--- src/rtl/snake_engine_pkg.sv ---
// rtl/snake_engine_pkg.sv - shared constants, encodings and helpers for the snake game engine
//
// Purpose: direction and FSM state encodings, grid geometry, start layout and
//          small pure helpers used by the engine.
// Ports:   none (package).
package snake_engine_pkg;

  typedef logic [1:0] dir_t;

  localparam dir_t DIR_UP    = 2'd0;
  localparam dir_t DIR_DOWN  = 2'd1;
  localparam dir_t DIR_LEFT  = 2'd2;
  localparam dir_t DIR_RIGHT = 2'd3;

  localparam int GRID_W = 40;
  localparam int GRID_H = 30;
  localparam int CELL   = 16;

  localparam logic [9:0] START_X  = 10'd20;
  localparam logic [9:0] START_Y  = 10'd15;
  localparam logic [9:0] APPLE_X0 = 10'd30;
  localparam logic [9:0] APPLE_Y0 = 10'd15;

  localparam logic [2:0] ST_IDLE  = 3'd0;
  localparam logic [2:0] ST_RUN   = 3'd1;
  localparam logic [2:0] ST_SCAN  = 3'd2;
  localparam logic [2:0] ST_MOVE  = 3'd3;
  localparam logic [2:0] ST_PLACE = 3'd4;
  localparam logic [2:0] ST_OVER  = 3'd5;

  // UP/DOWN and LEFT/RIGHT differ only in bit 0.
  function automatic dir_t dir_opposite(input dir_t d);
    return d ^ 2'b01;
  endfunction

  function automatic logic is_wall(input logic [9:0] x, input logic [9:0] y);
    return (x == 10'd0) || (x == 10'(GRID_W - 1)) ||
           (y == 10'd0) || (y == 10'(GRID_H - 1));
  endfunction

  function automatic logic is_playable(input logic [9:0] x, input logic [9:0] y);
    return (x >= 10'd1) && (x <= 10'(GRID_W - 2)) &&
           (y >= 10'd1) && (y <= 10'(GRID_H - 2));
  endfunction

endpackage

--- src/rtl/snake_engine_lfsr16.sv ---
// rtl/snake_engine_lfsr16.sv - free-running 16-bit Fibonacci LFSR for apple placement
//
// Purpose: maximal-length LFSR, taps 16,14,13,11; shifts every cycle.
// Ports:   clk   - system clock
//          rst_n - asynchronous active-low reset, loads SEED
//          q     - current LFSR state (never zero for a non-zero SEED)
module snake_engine_lfsr16 #(
  parameter logic [15:0] SEED = 16'hACE1
) (
  input  logic        clk,
  input  logic        rst_n,
  output logic [15:0] q
);

  logic feedback;

  assign feedback = q[15] ^ q[13] ^ q[12] ^ q[10];

  always_ff @(posedge clk or negedge rst_n) begin
    if (!rst_n) begin
      q <= SEED;
    end else begin
      q <= {q[14:0], feedback};
    end
  end

endmodule

--- src/rtl/snake_engine.sv ---
// rtl/snake_engine.sv - snake game-state engine feeding the pixel renderer
//
// Purpose: owns snake body, length, apple, score and game_over; advances one
//          grid step per accepted tick with a per-segment self-collision scan
//          and an LFSR-driven apple placement search.
// Ports:   clk, rst_n            - clock, asynchronous active-low reset
//          tick                  - one-cycle move strobe
//          start                 - one-cycle (re)start pulse
//          btn_up/down/left/right- level direction requests
//          snake_x, snake_y      - packed segment coordinates, 10 bits each, head at 0
//          snake_length          - valid segment count
//          apple_x, apple_y      - apple cell
//          game_over, score      - collision flag, saturating apple count
//          busy                  - high while scanning, moving or placing
module snake_engine
  import snake_engine_pkg::*;
#(
  parameter int          SNAKE_MAX = 64,
  parameter int          INIT_LEN  = 3,
  parameter logic [15:0] LFSR_SEED = 16'hACE1
) (
  input  logic                      clk,
  input  logic                      rst_n,
  input  logic                      tick,
  input  logic                      start,
  input  logic                      btn_up,
  input  logic                      btn_down,
  input  logic                      btn_left,
  input  logic                      btn_right,
  output logic [10*SNAKE_MAX-1:0]   snake_x,
  output logic [10*SNAKE_MAX-1:0]   snake_y,
  output logic [6:0]                snake_length,
  output logic [9:0]                apple_x,
  output logic [9:0]                apple_y,
  output logic                      game_over,
  output logic [7:0]                score,
  output logic                      busy
);

  localparam int         IW       = $clog2(SNAKE_MAX);
  localparam logic [6:0] LEN_INIT = 7'(INIT_LEN);
  localparam logic [6:0] LEN_MAX  = 7'(SNAKE_MAX);

  logic [9:0]  seg_x [SNAKE_MAX];
  logic [9:0]  seg_y [SNAKE_MAX];
  logic [2:0]  state;
  dir_t        dir;
  dir_t        pend_dir;
  logic [6:0]  length;
  logic [9:0]  nh_x;
  logic [9:0]  nh_y;
  logic        eat;
  logic [6:0]  idx;
  logic [9:0]  cand_x;
  logic [9:0]  cand_y;
  logic        cand_ok;
  logic [15:0] lfsr;

  snake_engine_lfsr16 #(
    .SEED (LFSR_SEED)
  ) u_lfsr (
    .clk   (clk),
    .rst_n (rst_n),
    .q     (lfsr)
  );

  // Direction request: highest-priority pressed button.
  logic req_valid;
  dir_t req_dir;

  always_comb begin
    req_valid = 1'b1;
    req_dir   = DIR_RIGHT;
    if (btn_up) begin
      req_dir = DIR_UP;
    end else if (btn_down) begin
      req_dir = DIR_DOWN;
    end else if (btn_left) begin
      req_dir = DIR_LEFT;
    end else if (btn_right) begin
      req_dir = DIR_RIGHT;
    end else begin
      req_valid = 1'b0;
    end
  end

  // Candidate next head, computed from the direction that the tick will commit.
  logic [9:0] next_x;
  logic [9:0] next_y;
  logic       next_eat;

  always_comb begin
    next_x = seg_x[0];
    next_y = seg_y[0];
    case (pend_dir)
      DIR_UP:   next_y = seg_y[0] - 10'd1;
      DIR_DOWN: next_y = seg_y[0] + 10'd1;
      DIR_LEFT: next_x = seg_x[0] - 10'd1;
      default:  next_x = seg_x[0] + 10'd1;
    endcase
  end

  assign next_eat = (next_x == apple_x) && (next_y == apple_y);

  // One shared segment read port serves both the body scan and the apple scan.
  logic [9:0] sel_x;
  logic [9:0] sel_y;
  logic       scan_hit;
  logic       cand_hit;
  logic [6:0] scan_last;

  assign sel_x    = seg_x[idx[IW-1:0]];
  assign sel_y    = seg_y[idx[IW-1:0]];
  assign scan_hit = (sel_x == nh_x) && (sel_y == nh_y);
  assign cand_hit = (sel_x == cand_x) && (sel_y == cand_y);
  // Without eating, the tail cell is vacated in the same move, so it is skipped.
  assign scan_last = eat ? (length - 7'd1) : (length - 7'd2);

  logic [9:0] lfsr_x;
  logic [9:0] lfsr_y;
  logic       lfsr_in_range;
  logic       unused_lfsr;

  assign lfsr_x        = {4'd0, lfsr[5:0]};
  assign lfsr_y        = {5'd0, lfsr[10:6]};
  assign lfsr_in_range = is_playable(lfsr_x, lfsr_y);
  assign unused_lfsr   = ^lfsr[15:11];

  always_ff @(posedge clk or negedge rst_n) begin
    if (!rst_n) begin
      state     <= ST_IDLE;
      dir       <= DIR_RIGHT;
      pend_dir  <= DIR_RIGHT;
      length    <= LEN_INIT;
      apple_x   <= APPLE_X0;
      apple_y   <= APPLE_Y0;
      game_over <= 1'b0;
      score     <= 8'd0;
      nh_x      <= 10'd0;
      nh_y      <= 10'd0;
      eat       <= 1'b0;
      idx       <= 7'd0;
      cand_x    <= 10'd0;
      cand_y    <= 10'd0;
      cand_ok   <= 1'b0;
    end else begin
      if (req_valid && (req_dir != dir_opposite(dir))) begin
        pend_dir <= req_dir;
      end

      if (start) begin
        state     <= ST_RUN;
        dir       <= DIR_RIGHT;
        pend_dir  <= DIR_RIGHT;
        length    <= LEN_INIT;
        apple_x   <= APPLE_X0;
        apple_y   <= APPLE_Y0;
        game_over <= 1'b0;
        score     <= 8'd0;
        eat       <= 1'b0;
        idx       <= 7'd0;
        cand_ok   <= 1'b0;
      end else begin
        case (state)
          ST_IDLE: begin
          end
          ST_RUN: begin
            if (tick) begin
              dir  <= pend_dir;
              nh_x <= next_x;
              nh_y <= next_y;
              eat  <= next_eat;
              idx  <= 7'd0;
              if (is_wall(next_x, next_y)) begin
                state     <= ST_OVER;
                game_over <= 1'b1;
              end else begin
                state <= ST_SCAN;
              end
            end
          end
          ST_SCAN: begin
            if (scan_hit) begin
              state     <= ST_OVER;
              game_over <= 1'b1;
            end else if (idx == scan_last) begin
              state <= ST_MOVE;
            end else begin
              idx <= idx + 7'd1;
            end
          end
          ST_MOVE: begin
            if (eat) begin
              if (length < LEN_MAX) begin
                length <= length + 7'd1;
              end
              if (score != 8'hFF) begin
                score <= score + 8'd1;
              end
              cand_ok <= 1'b0;
              state   <= ST_PLACE;
            end else begin
              state <= ST_RUN;
            end
          end
          ST_PLACE: begin
            if (!cand_ok) begin
              // Off-grid candidates are simply skipped; the LFSR has moved on next cycle.
              if (lfsr_in_range) begin
                cand_x  <= lfsr_x;
                cand_y  <= lfsr_y;
                cand_ok <= 1'b1;
                idx     <= 7'd0;
              end
            end else if (cand_hit) begin
              cand_ok <= 1'b0;
            end else if (idx == (length - 7'd1)) begin
              apple_x <= cand_x;
              apple_y <= cand_y;
              cand_ok <= 1'b0;
              state   <= ST_RUN;
            end else begin
              idx <= idx + 7'd1;
            end
          end
          ST_OVER: begin
          end
          default: begin
            state <= ST_IDLE;
          end
        endcase
      end
    end
  end

  // Body storage: only reset, restart and the single MOVE cycle touch it,
  // so the renderer always sees a whole snake.
  always_ff @(posedge clk or negedge rst_n) begin
    if (!rst_n) begin
      for (int k = 0; k < SNAKE_MAX; k++) begin
        seg_x[k] <= (k < INIT_LEN) ? (START_X - 10'(k)) : 10'd0;
        seg_y[k] <= (k < INIT_LEN) ? START_Y : 10'd0;
      end
    end else if (start) begin
      for (int k = 0; k < SNAKE_MAX; k++) begin
        seg_x[k] <= (k < INIT_LEN) ? (START_X - 10'(k)) : 10'd0;
        seg_y[k] <= (k < INIT_LEN) ? START_Y : 10'd0;
      end
    end else if (state == ST_MOVE) begin
      for (int k = SNAKE_MAX - 1; k >= 1; k--) begin
        seg_x[k] <= seg_x[k-1];
        seg_y[k] <= seg_y[k-1];
      end
      seg_x[0] <= nh_x;
      seg_y[0] <= nh_y;
    end
  end

  for (genvar k = 0; k < SNAKE_MAX; k++) begin : g_pack
    assign snake_x[k*10 +: 10] = seg_x[k];
    assign snake_y[k*10 +: 10] = seg_y[k];
  end

  assign snake_length = length;
  assign busy         = (state == ST_SCAN) || (state == ST_MOVE) || (state == ST_PLACE);

endmodule

--- config.mk ---
export PLATFORM = sky130hd
export DESIGN_NAME = snake_engine
export DESIGN_NICKNAME = d
export VERILOG_FILES = /design/src/rtl/snake_engine_pkg.sv /design/src/rtl/snake_engine_lfsr16.sv /design/src/rtl/snake_engine.sv
export SDC_FILE = /design/constraint.sdc
export NUM_CORES = 2
export LEC_CHECK = 0
export BUFFER_PORTS_ARGS = -buffer_cell sky130_fd_sc_hd__buf_2
export CAP_MARGIN = 15
export CORE_AREA = 2 2 519 521
export CTS_CLUSTER_SIZE = 20
export DETAILED_ROUTE_END_ITERATION = 12
export DIE_AREA = 0 0 521 523
export PLACE_DENSITY = 0.44
export SYNTH_ARGS = -nofsm -noshare
export SYNTH_HDL_FRONTEND = slang
export SYNTH_HIERARCHICAL = 1
export SYNTH_SLANG_ARGS = --single-unit
--- constraint.sdc ---
create_clock -name clk -period 12.84 [get_ports clk]
set_input_delay 0 -clock clk [delete_from_list [all_inputs] [get_ports clk]]
set_output_delay 0 -clock clk [all_outputs]
set_load 0.05 [all_outputs]
==> flow_summary.json <==
{
  "nFillCells": 28110,
  "netlist.area_leader.share": 0.5013,
  "peakVddDrop_v": 0.0001083,
  "wl_per_cell_um": 30.37,
  "crit_cells": 13,
  "preCtsSetupSlack_ns": 6.328,
  "cpLargestDelayFamily": "compound AO/OA/AOI/OAI gates",
  "grt_max_degree": 208,
  "power.density_nw_per_um2": 137.0,
  "leakage_nw": 35.95,
  "grt_pass1_wl_um": 492100,
  "yosys.area_share.simple": 0.1709,
  "post_drt_via_cell_ratio": 5.168,
  "synthXorXnorAreaFrac": 0.01135,
  "hold_end": "pend_dir[0]",
  "grt_pass1_vias": 57940,
  "required_ns": 13.54,
  "drt_iter0_drc": 6080,
  "most-common-layout-cells": "nand2_1 (2655), dfrtp_1 (1323), a21oi_1 (1319)",
  "mostFrequentLayoutCell": "nand2_1",
  "fin_ws_ns": 6.310,
  "die_h_um": 523,
  "synthMuxAreaShare": 0.1134,
  "stdcell_count": 11820,
  "hpwl_um": 259700,
  "cp_slowest_stage_delay_ns": 0.94,
  "htree_levels": 4,
  "clk_pin_slew_worst_paths_ns": 0.06,
  "die_area_um2": 272500,
  "num_vias": 61100,
  "worst-setup-path-type": "reg2reg",
  "ant_nets": 0,
  "r2r-end": "state[2]",
  "worst_slew_pin_slew_ns": 1.313,
  "syn_inst": 7102,
  "yosys_warnings": 6,
  "io_pins": 1325,
  "start_kind": "flip-flop",
  "fp.coreArea_um2": 267000,
  "crit_buf_inv": 2,
  "synth.distinct_cells": 93,
  "fin_hold_ws_ns": 0.1186,
  "area_delta_synth_final_pct": 23.38,
  "cp_common_cell": "buf_4",
  "post_cts_buffers": 0,
  "finalSetupViolCount": 0,
  "start_util": 0.2485,
  "endpoint_kind": "flip-flop",
  "synth_flop_cell": "dfrtp_1",
  "postSynth.asyncResetShare": 1.000,
  "r2r_slack_ns": 6.31,
  "io_buffers": 1315,
  "nets": 8149,
  "rsz0062_at_grt": "no",
  "slew_headroom": 0.1249,
  "cap_violations": 0,
  "clockBufferDepth": 4,
  "yosysTopAreaCell": "dfrtp_1",
  "crit_fanout": 45,
  "ys_ff_latch": 1370,
  "yosys.area_share.adder": 0.003319,
  "timing.final.crit_share": 0.5086,
  "root_buffer": "clkbuf_16",
  "fin_skew_ns": 0.07169,
  "grt_antenna_before_repair": 14,
  "final_layout_size_suffix_gt1_frac": 0.2476,
  "fp-row-count": 190,
  "clk_latency_ns": 0.89,
  "grtUsageTotal": 0.2529,
  "die_w_um": 521,
  "firstDrtPassIters": 6,
  "hold_viol_final": 0,
  "cts_inserted_buffers": 176,
  "hp-class": "in2reg",
  "overflow": 0,
  "hold_depth": 4,
  "max_freq_ghz": 0.1531,
  "rr_worst_depth": 13,
  "period_minus_slack_ns": 6.530,
  "cp_data_arrival_time_ns": 7.23,
  "syn_area_per_cell_um2": 9.342,
  "gp_congestion": 0.8887,
  "synth_top_family_by_area": "simple AND/OR/NAND/NOR gates",
  "ys_top_cells_by_area": "dfrtp_1 (50%), nand2_1 (15%), a21oi_1 (10%)",
  "slew_viol_final": 0,
  "yosysSeqAreaShare": 0.5175,
  "routed_wl_um": 359000,
  "synth-edff-count": 0,
  "synth_area_um2": 66340,
  "critPathSlowestCell": "dfrtp_4",
  "synth_compound_area_frac": 0.1429,
  "path_cells": "buf_4 -> buf_4 -> mux4_2 -> a22o_1 -> a211oi_1 -> or2_2 -> xor2_1 -> a22oi_1 -> nor4_1 -> nor4b_2 -> o21ai_0 -> nor2_1 -> mux2_1",
  "drc": 0,
  "worstHoldStart": "btn_left",
  "tns_ns": 0,
  "status": "completed",
  "place_inst": 11490,
  "cts_tree": "done",
  "cts_sinks": 1370,
  "worstReg2RegStart": "idx[1]",
  "postLayoutCoreUtil": 0.3066
}
## synthesized netlist by cell type, types with 11 or more instances
library cell / number
buf_2: 28
a21oi_1: 1319
and3_1: 12
buf_4: 25
xnor2_1: 43
ha_1: 16
nor2b_1: 14
nor3_1: 17
mux2_2: 25
inv_1: 15
xor2_1: 43
buf_1: 13
clkbuf_1: 506
mux4_2: 241
a211o_1: 38
dfrtp_1: 1329
nor4_1: 11
a211oi_1: 11
o221ai_1: 69
o21ai_0: 46
nand3_1: 37
nor2_1: 53
nand3b_1: 13
a22o_1: 52
o211ai_1: 18
a21boi_0: 11
buf_6: 19
mux2i_1: 174
a22oi_1: 34
nand2_1: 2656
dfstp_2: 41
nand4_1: 12
## registers in the layout (all words and copies together), names as in the netlist
| signal | cells |
|---|---|
| apple_x | 6 |
| apple_y | 5 |
| cand_ok | 1 |
| cand_x | 6 |
| cand_y | 5 |
| dir | 2 |
| eat | 1 |
| game_over | 1 |
| idx | 7 |
| nh_x | 10 |
| nh_y | 10 |
| pend_dir | 2 |
| score | 8 |
| snake_length | 7 |
| snake_x | 640 |
| snake_y | 640 |
| state | 3 |
| u_lfsr/q | 16 |
## where the power goes
| group | total, mW | internal, mW | switching [mW] |
|---|---|---|---|
| registers | 4.53 | 4.38 | 0.148 |
| logic | 1.58 | 0.298 | 1.28 |
| clock network | 5.10 | 2.98 | 2.12 |
| total | 11.2 | 7.66 | 3.55 |
## metrics by stage
stage	total power, mW	cell area, µm²
2_1_floorplan	5.590	66370
3_3_place_gp	6.181	75890
3_5_place_dp	6.181	75890
4_1_cts	11.34	81790
5_1_grt	11.62	81830
6_report	11.22	81850
## per-layer routing
layer,vias to the layer above,track usage,part of all wire
met5,-,0,0
met4,0,0.08234,0.038
met3,405,0.07927,0.093
met2,2561,0.4026,0.46
met1,31750,0.3253,0.41
li1,26390,-,-
## worst register-to-register path, stage by stage (launching register included)
cell and delay (ns):
dfrtp_4 0.94, buf_4 0.77, buf_4 0.73, mux4_2 0.47, a22o_1 0.37, a211oi_1 0.80
or2_2 0.25, xor2_1 0.15, a22oi_1 0.12, nor4_1 0.40, nor4b_2 0.62, o21ai_0 0.24
nor2_1 0.20, mux2_1 0.35
## final cells by class
type / instances / area [µm²] / area share
clock inverter: 49 / 594.3 / 0.007261
antenna: 13 / 32.53 / 0.0003974
sequential: 1370 / 34350 / 0.4196
clock buffer: 263 / 5204 / 0.06357
tap: 3552 / 4444 / 0.05430
timing repair buffer: 1434 / 7747 / 0.09465
multi-input combinational: 5125 / 29420 / 0.3594
inverter: 17 / 65.06 / 0.0007949
## timing repair
action                    4_1_cts  5_1_grt
hold buffers                    9        0
gates resized for setup         0        0
hold endpoints to repair      435        0
## kinds of logic (layout without fill, tap and decap cells)
kind of cell | count (synthesis) | in the layout
AOI/OAI and AO/OA | 1680 | 1680
xor gates and xnor gates | 86 | 86
and+or+nand+nor | 2889 | 2889
muxes | 444 | 444
DFF | 1370 | 1370
adders and majority gates | 17 | 17
buffers and inverters | 615 | 1763
other | 1 | 22
## how the worst max path moves through the flow
stage / slack [ns] / end / startpoint
after floorplan: 8.71 / game_over / pend_dir[0]
after global placement: 6.30 / state[2] / idx[1]
after detailed placement: 6.33 / state[2] / idx[1]
after CTS: 6.27 / state[2] / idx[1]
after global routing: 6.03 / state[2] / idx[0]
final: 6.31 / state[2] / idx[1]
Note: power is estimated with default switching activity, not from simulation.
